**src/rtl/rs_encoder.sv**
```systemverilog
// rtl/rs_encoder.sv - Systematic RS(7,3) encoder over GF(8) with a serial LFSR parity divider
//
// Purpose: accepts a 9-bit message of three 3-bit symbols and produces a
// 21-bit codeword. The codeword holds the three message symbols followed by
// four parity symbols. Parity is computed one message symbol per clock,
// taking m2, then m1, then m0.
//
// Ports:
//   clk        in   1   clock, rising edge
//   reset      in   1   synchronous, active-high reset
//   in_valid   in   1   message present on message
//   in_ready   out  1   encoder can accept a message (decode of state only)
//   message    in   9   message[3j+2:3j] = m_j
//   out_valid  out  1   codeword is valid
//   out_ready  in   1   consumer accepts the codeword
//   codeword   out  21  codeword[3i+2:3i] = c_i, the coefficient of x^i

module rs_encoder (
    input  logic        clk,
    input  logic        reset,
    input  logic        in_valid,
    output logic        in_ready,
    input  logic [8:0]  message,
    output logic        out_valid,
    input  logic        out_ready,
    output logic [20:0] codeword
);

    typedef enum logic [1:0] {
        ST_IDLE = 2'd0,
        ST_CALC = 2'd1,
        ST_DONE = 2'd2
    } state_t;

    state_t      state_q;
    state_t      state_d;

    logic [8:0]  msg_q;
    logic [2:0]  r0_q;
    logic [2:0]  r1_q;
    logic [2:0]  r2_q;
    logic [2:0]  r3_q;
    logic [1:0]  cnt_q;

    logic [2:0]  sym;
    logic [2:0]  fb;
    logic [2:0]  fb_x2;
    logic [2:0]  fb_x3;

    // Multiply by alpha in GF(8) with p(x) = x^3 + x + 1:
    // the bit shifted out of x^2 folds back as x + 1.
    function automatic logic [2:0] gf_mul2(input logic [2:0] a);
        return {a[1], a[2] ^ a[0], a[2]};
    endfunction

    // Counter 0, 1, 2 selects m2, m1, m0 so the highest-order symbol enters first.
    always_comb begin
        sym = msg_q[2:0];
        case (cnt_q)
            2'd0:    sym = msg_q[8:6];
            2'd1:    sym = msg_q[5:3];
            default: sym = msg_q[2:0];
        endcase
    end

    assign fb    = sym ^ r3_q;
    assign fb_x2 = gf_mul2(fb);
    assign fb_x3 = fb_x2 ^ fb;

    always_ff @(posedge clk) begin
        if (reset) begin
            state_q <= ST_IDLE;
        end else begin
            state_q <= state_d;
        end
    end

    always_comb begin
        state_d   = state_q;
        in_ready  = 1'b0;
        out_valid = 1'b0;
        case (state_q)
            ST_IDLE: begin
                in_ready = 1'b1;
                if (in_valid) begin
                    state_d = ST_CALC;
                end
            end
            ST_CALC: begin
                if (cnt_q == 2'd2) begin
                    state_d = ST_DONE;
                end
            end
            ST_DONE: begin
                out_valid = 1'b1;
                if (out_ready) begin
                    state_d = ST_IDLE;
                end
            end
            default: begin
                state_d = ST_IDLE;
            end
        endcase
    end

    // Generator g(x) = x^4 + 3x^3 + 1x^2 + 2x + 3 sets the feedback taps.
    always_ff @(posedge clk) begin
        if (reset) begin
            msg_q <= 9'h000;
            r0_q  <= 3'd0;
            r1_q  <= 3'd0;
            r2_q  <= 3'd0;
            r3_q  <= 3'd0;
            cnt_q <= 2'd0;
        end else begin
            case (state_q)
                ST_IDLE: begin
                    if (in_valid) begin
                        msg_q <= message;
                        r0_q  <= 3'd0;
                        r1_q  <= 3'd0;
                        r2_q  <= 3'd0;
                        r3_q  <= 3'd0;
                        cnt_q <= 2'd0;
                    end
                end
                ST_CALC: begin
                    r3_q  <= r2_q ^ fb_x3;
                    r2_q  <= r1_q ^ fb;
                    r1_q  <= r0_q ^ fb_x2;
                    r0_q  <= fb_x3;
                    cnt_q <= (cnt_q == 2'd2) ? 2'd0 : cnt_q + 2'd1;
                end
                default: begin
                end
            endcase
        end
    end

    assign codeword = {msg_q, r3_q, r2_q, r1_q, r0_q};

endmodule

```
**config.mk**
```make
export PLATFORM = sky130hd
export DESIGN_NAME = rs_encoder
export DESIGN_NICKNAME = d
export VERILOG_FILES = /design/src/rtl/rs_encoder.sv
export SDC_FILE = /design/constraint.sdc
export NUM_CORES = 1
export LEC_CHECK = 0
export BUFFER_PORTS_ARGS = -buffer_cell sky130_fd_sc_hd__buf_2
export CAP_MARGIN = 30
export CORE_MARGIN = 2
export CORE_UTILIZATION = 45
export DETAILED_ROUTE_END_ITERATION = 8
export PLACE_DENSITY = 0.83
export SYNTH_ARGS = -nofsm -noshare
export SYNTH_HDL_FRONTEND = slang
export SYNTH_SLANG_ARGS = --single-unit
```
**constraint.sdc**
```tcl
create_clock -name clk -period 1.65 [get_ports clk]
set_input_delay 0 -clock clk [delete_from_list [all_inputs] [get_ports clk]]
set_output_delay 0 -clock clk [all_outputs]
set_load 0.05 [all_outputs]
```
; ---- Word-level counts from Yosys, hierarchy flattened
; Cells that the tools add are included.
[op_classes]
reduce_logical = 6
bitwise_logic = 6
n_mux = 15
eq_ne = 7
addsub = 1
[op_table]
columns = operator, count
row1 = $pmux 3 s2, 5
row2 = $xor 3x3->3, 5
row3 = $mux 2, 5
row4 = $ne 2x2->1 const B, 3
row5 = $pmux 2 s3, 1
row6 = $eq 2x1->1 const B, 2
row7 = $eq 2x2->1 const B, 2
row8 = $logic_not 2->1, 2
row9 = $pmux 2 s2, 1
row10 = $reduce_and 2->1, 2
row11 = $mux 3, 1
row12 = $reduce_and 3->1, 1
row13 = $add 2x1->2 const B, 1
row14 = $mux 1, 2
row15 = $reduce_bool 2->1, 1
row16 = $xor 1x1->1, 1
[word_totals]
out_inout_bits = 23
word_cells = 42
in_bits = 13
reg_bits = 25

; ---- Logic depth before layout (Yosys ltp)
[depth]
word_depth = 7
depth_mapped = 7
depth_no_buf = 6

; ---- Worst setup path after synthesis
; Ideal clock, no wire load.
[synth_path]
path_type = register -> register
startpoint = register state_q[1]
endpoint = register msg_q[0]
path_slack_ps = -210
period_less_slack_ps = 1860
required_time_ps = 1518
setup_ps = 132
path_stages_with_launch = 6
path_buffers = 1
t_arrival_ps = 1728
cell_sequence = dfxtp_1 -> nor2_1 -> nand2_1 -> clkbuf_1 -> nand2_1 -> a21oi_1
[synth_between]
elab_chain_cells = 2
[synth_lines]
columns = item, line
row1 = from (decl), 35  ; state_t state_q;
row2 = from (signal assigned), 74  ; state_q <= state_d;
row3 = $logic_not 2->1, 116  ; case (state_q)
row4 = $reduce_and 2->1 (no line), n/a
row5 = to (signal assigned), 119  ; msg_q <= message;
row6 = to (decl), 38  ; logic [8:0] msg_q;
; Every way passes these cells.
; A chain may end at the register's enable or synchronous reset.

; ---- Final worst setup path
[layout_path]
startpoint = register cnt_q[0]
endpoint = register r2_q[2]
[layout_between]
elab_chain_cells = 5
word_cells_on_any_way = 6
classes_between = eq/ne (1) / mux (2) / bitwise (2) / reduce/logical (1)
[layout_lines]
columns = item, line
row1 = from (decl), 43  ; logic [1:0] cnt_q;
row2 = from (signal assigned), 132  ; cnt_q <= (cnt_q == 2'd2) ? 2'd0 : cnt_q + 2'd1;
row3 = $eq 2x1->1 or $logic_not 2->1 (tied branches), 59  ; case (cnt_q)
row4 = $pmux 3 s2 *, 59
row5 = $xor 3x3->3 *, 66  ; assign fb = sym ^ r3_q;
row6 = $xor 3x3->3 *, 129  ; r2_q <= r1_q ^ fb;
row7 = $pmux 3 s2 *, 116
row8 = to (signal assigned), 129
row9 = to (decl), 41  ; logic [2:0] r2_q;
; Mark *: on every way between the ends. The rest lies on a longest branch, timed or not.

==> flow_metrics.env <==
export IMPL_status="completed"
export IMPL_fin_crit_ns=1.63
export IMPL_finalSetupViolations=0
export IMPL_p_per_area_nw_per_um2=966
export IMPL_hold_path_class="primary input to flip-flop"
export IMPL_drv_slew=0
export IMPL_place_ws_ns=0.0202
export IMPL_drt_iter0_drc=12
export IMPL_track_usage_pct=18.3
export IMPL_slew_headroom_pct=62.5
export IMPL_synth_top_family_by_area="simple AND/OR/NAND/NOR gates"
export IMPL_dp_hpwl_mm=1.96
export IMPL_core_area_um2=2480
export IMPL_endpoint_kind="flip-flop"
export IMPL_routedWlPerCell_um=12.8
export IMPL_clock_skew_ns=0.00520
export IMPL_p_leak_uw=0.000699
export IMPL_finalCritPeriodShare_pct=98.9
export IMPL_avgViaCountPerCell=5.14
export IMPL_die_area_um2=3060
export IMPL_postSynthCellCount=137
export IMPL_yosysTopAreaCell="dfxtp_1"
export IMPL_worstSkewPairLatency_ns=0.32
export IMPL_holdWs_ns=0.0685
export IMPL_ys_types=25
export IMPL_die_w_um=55.3
export IMPL_clockBufferDepth=2
export IMPL_synth_compound_area_share_pct=14.6
export IMPL_fillers=216
export IMPL_rsz0062_at_grt="yes"
export IMPL_cts_tree="built"
export IMPL_synth_simple_gate_area_share_pct=19.0
export IMPL_layout_nets=198
export IMPL_port_buffers=35
export IMPL_path_class="flip-flop to flip-flop"
export IMPL_gp_congestion=0.792
export IMPL_vdd_drop_max_mv=0.583
export IMPL_cts_htree_levels=1
export IMPL_yosys_warnings=0
export IMPL_overflow=0
export IMPL_grt_pass1_vias=1072
export IMPL_ant_nets=0
export IMPL_cap_violations=0
export IMPL_syn2layout_area_growth_pct=31.1
export IMPL_synth_seq_cells=25
export IMPL_clkTransAtPathRegs_ns=0.15
export IMPL_worst_slew_pin_slew_ns=0.562
export IMPL_antenna_found_initial=0
export IMPL_clock_sinks=25
export IMPL_initial_utilization_pct=47.9
export IMPL_ctsRootBufferMaster="clkbuf_4"
export IMPL_drive_gt1_share_pct=35.3
export IMPL_drtPass1Iterations=4
export IMPL_syn_num_nets=150
export IMPL_ios=36
export IMPL_synthMuxAreaShare_pct=2.53
export IMPL_synthAdderAreaFrac_pct=0
export IMPL_required_ns=1.92
export IMPL_rows=18
export IMPL_crit_arrival_ns=1.90
export IMPL_ys_seq_area_share_pct=42.2
export IMPL_worst_slack_ns=0.0181
export IMPL_grt_pass1_wl_mm=4.60
export IMPL_cp_start_kind="flip-flop"
export IMPL_yosysTopAreaCellShare_pct=42.2
export IMPL_synth_xor_area_share_pct=17.2
export IMPL_routed_wl_mm=2.75
export IMPL_hold_viol=0
export IMPL_n_antenna_cell=0
export IMPL_syn_cell_area_um2=1190
export IMPL_cts_buffers=3
export IMPL_die_height_um=55.3
export IMPL_max_freq_mhz=613
export IMPL_crit_fanout=4
export IMPL_drc_errors=0
export IMPL_grt_max_degree=23
export IMPL_synth_area_leaders="dfxtp_1 42%, nand2_1 11%, a21oi_1 7.6%, xor2_4 7.0%, xor2_1 5.2%"
export IMPL_num_vias=1100
export IMPL_avgSynthCellArea_um2=8.66
export IMPL_fin_tns_setup_ns=0
-- per-stage QoR --
step,std cells,utilization [%],area (um2),power [uW]
after floorplan,137,-,1200,1090
after global placement,200,57.0,1410,1190
after detailed placement,200,57.0,1410,1200
after CTS,214,62.3,1540,1500
after global routing,214,62.8,1560,1570
final,214,62.8,1560,1500
-- state kept, by name (all words and copies together) (netlist names) --
register  count
r0_q          3
r1_q          3
r3_q          3
cnt_q         2
msg_q         9
state_q       2
r2_q          3
-- layout by cell type, fill, tap and decap left out --
cell type | netlist | layout
buf_2 | 1 | 35
dfxtp_2 | 0 | 8
nand2b_1 | 2 | 2
inv_1 | 2 | 2
o21ai_2 | 3 | 3
and2b_1 | 1 | 1
xor2_4 | 3 | 3
a21oi_1 | 18 | 17
dfxtp_1 | 25 | 15
xnor2_1 | 5 | 5
nand2_1 | 34 | 34
clkbuf_4 | 0 | 3
nor2_2 | 0 | 1
buf_4 | 0 | 6
mux2i_1 | 3 | 2
a22oi_1 | 1 | 1
dlygate4sd3_1 | 0 | 10
dfxtp_4 | 0 | 2
xor2_1 | 7 | 7
nor2_1 | 5 | 4
nand3_1 | 7 | 7
xor2_2 | 1 | 1
o21bai_1 | 1 | 1
clkinvlp_4 | 0 | 1
mux2i_2 | 0 | 1
and2_1 | 1 | 1
nor2b_1 | 2 | 2
o21ai_1 | 5 | 5
a32oi_1 | 1 | 1
nor3_1 | 1 | 1
a21o_1 | 1 | 1
a21oi_2 | 0 | 1
-- layout make-up --
class / instances / area (um2) / share of cell area [%]
clock inverter: 1 / 7.51 / 0.483
multi-input combinational: 102 / 642 / 41.3
clock buffer: 3 / 22.5 / 1.45
timing repair buffer: 51 / 320 / 20.6
inverter: 2 / 7.51 / 0.483
tap: 30 / 37.5 / 2.41
sequential: 25 / 518 / 33.3
-- what timing repair did --
item	in CTS	in global routing
gates resized for setup	1	4
gates cloned	0	0
hold buffers	10	0
pin swaps	0	3
setup endpoints to repair	6	10
buffers inserted	0	0
hold endpoints to repair	10	0
-- layer usage --
| layer | global-route usage, % | routed length, um | share of wire [%] |
|---|---|---|---|
| met1 | 21.6 | 1200 | 44 |
| met4 | 5.92 | 13 | 0.47 |
| met5 | 0 | 0 | 0 |
| met3 | 3.04 | 125 | 4.5 |
| met2 | 33.3 | 1410 | 51 |
-- worst max-delay path, cell delays in order (launching register included) --
cell,delay (ns)
dfxtp_4,0.39
mux2i_2,0.16
o21ai_2,0.24
xor2_4,0.25
buf_4,0.17
xor2_1,0.15
nand2_1,0.08
a21oi_2,0.13
-- synthesized netlist by cell type --
| master | number |
|---|---|
| a32oi_1 | 1 |
| nand3_1 | 7 |
| nand2b_1 | 2 |
| a21o_1 | 1 |
| a22oi_1 | 1 |
| buf_2 | 1 |
| o21bai_1 | 1 |
| clkbuf_1 | 5 |
| xor2_1 | 7 |
| inv_1 | 2 |
| nand2_1 | 34 |
| dfxtp_1 | 25 |
| buf_6 | 2 |
| mux2i_1 | 3 |
| xnor2_1 | 5 |
| o21ai_1 | 5 |
| and2b_1 | 1 |
| xor2_2 | 1 |
| o21ai_2 | 3 |
| a21oi_1 | 18 |
| and2_1 | 1 |
| nor2_1 | 5 |
| nor3_1 | 1 |
| xor2_4 | 3 |
| nor2b_1 | 2 |
-- path summary, 6_finish.rpt --
path / cells past startpoint / end / slack (ns) / start
worst max-delay path: 7 / r2_q[2] / 0.02 / cnt_q[0]
worst min-delay path: 2 / cnt_q[0] / 0.07 / reset
worst max register to register: 7 / r2_q[2] / 0.02 / cnt_q[0]
worst min register to register: 2 / msg_q[2] / 0.48 / msg_q[2]
-- report_power, final --
part	total (uW)	internal (uW)	leakage, uW	switching [uW]
Clock	292	92.5	0.0000139	199
Combinational	514	190	0.000476	324
Sequential	696	648	0.000209	47.9
Total	1500	931	0.000699	571
-- cells by family (layout without fill, tap and decap cells) --
family / Yosys count / count (layout)
simple gates: 53 / 53
compound gates: 30 / 30
flops: 25 / 25
xor+xnor: 16 / 16
buf+inv: 10 / 57
mux: 3 / 3
Note: power is estimated with default switching activity, not from simulation.
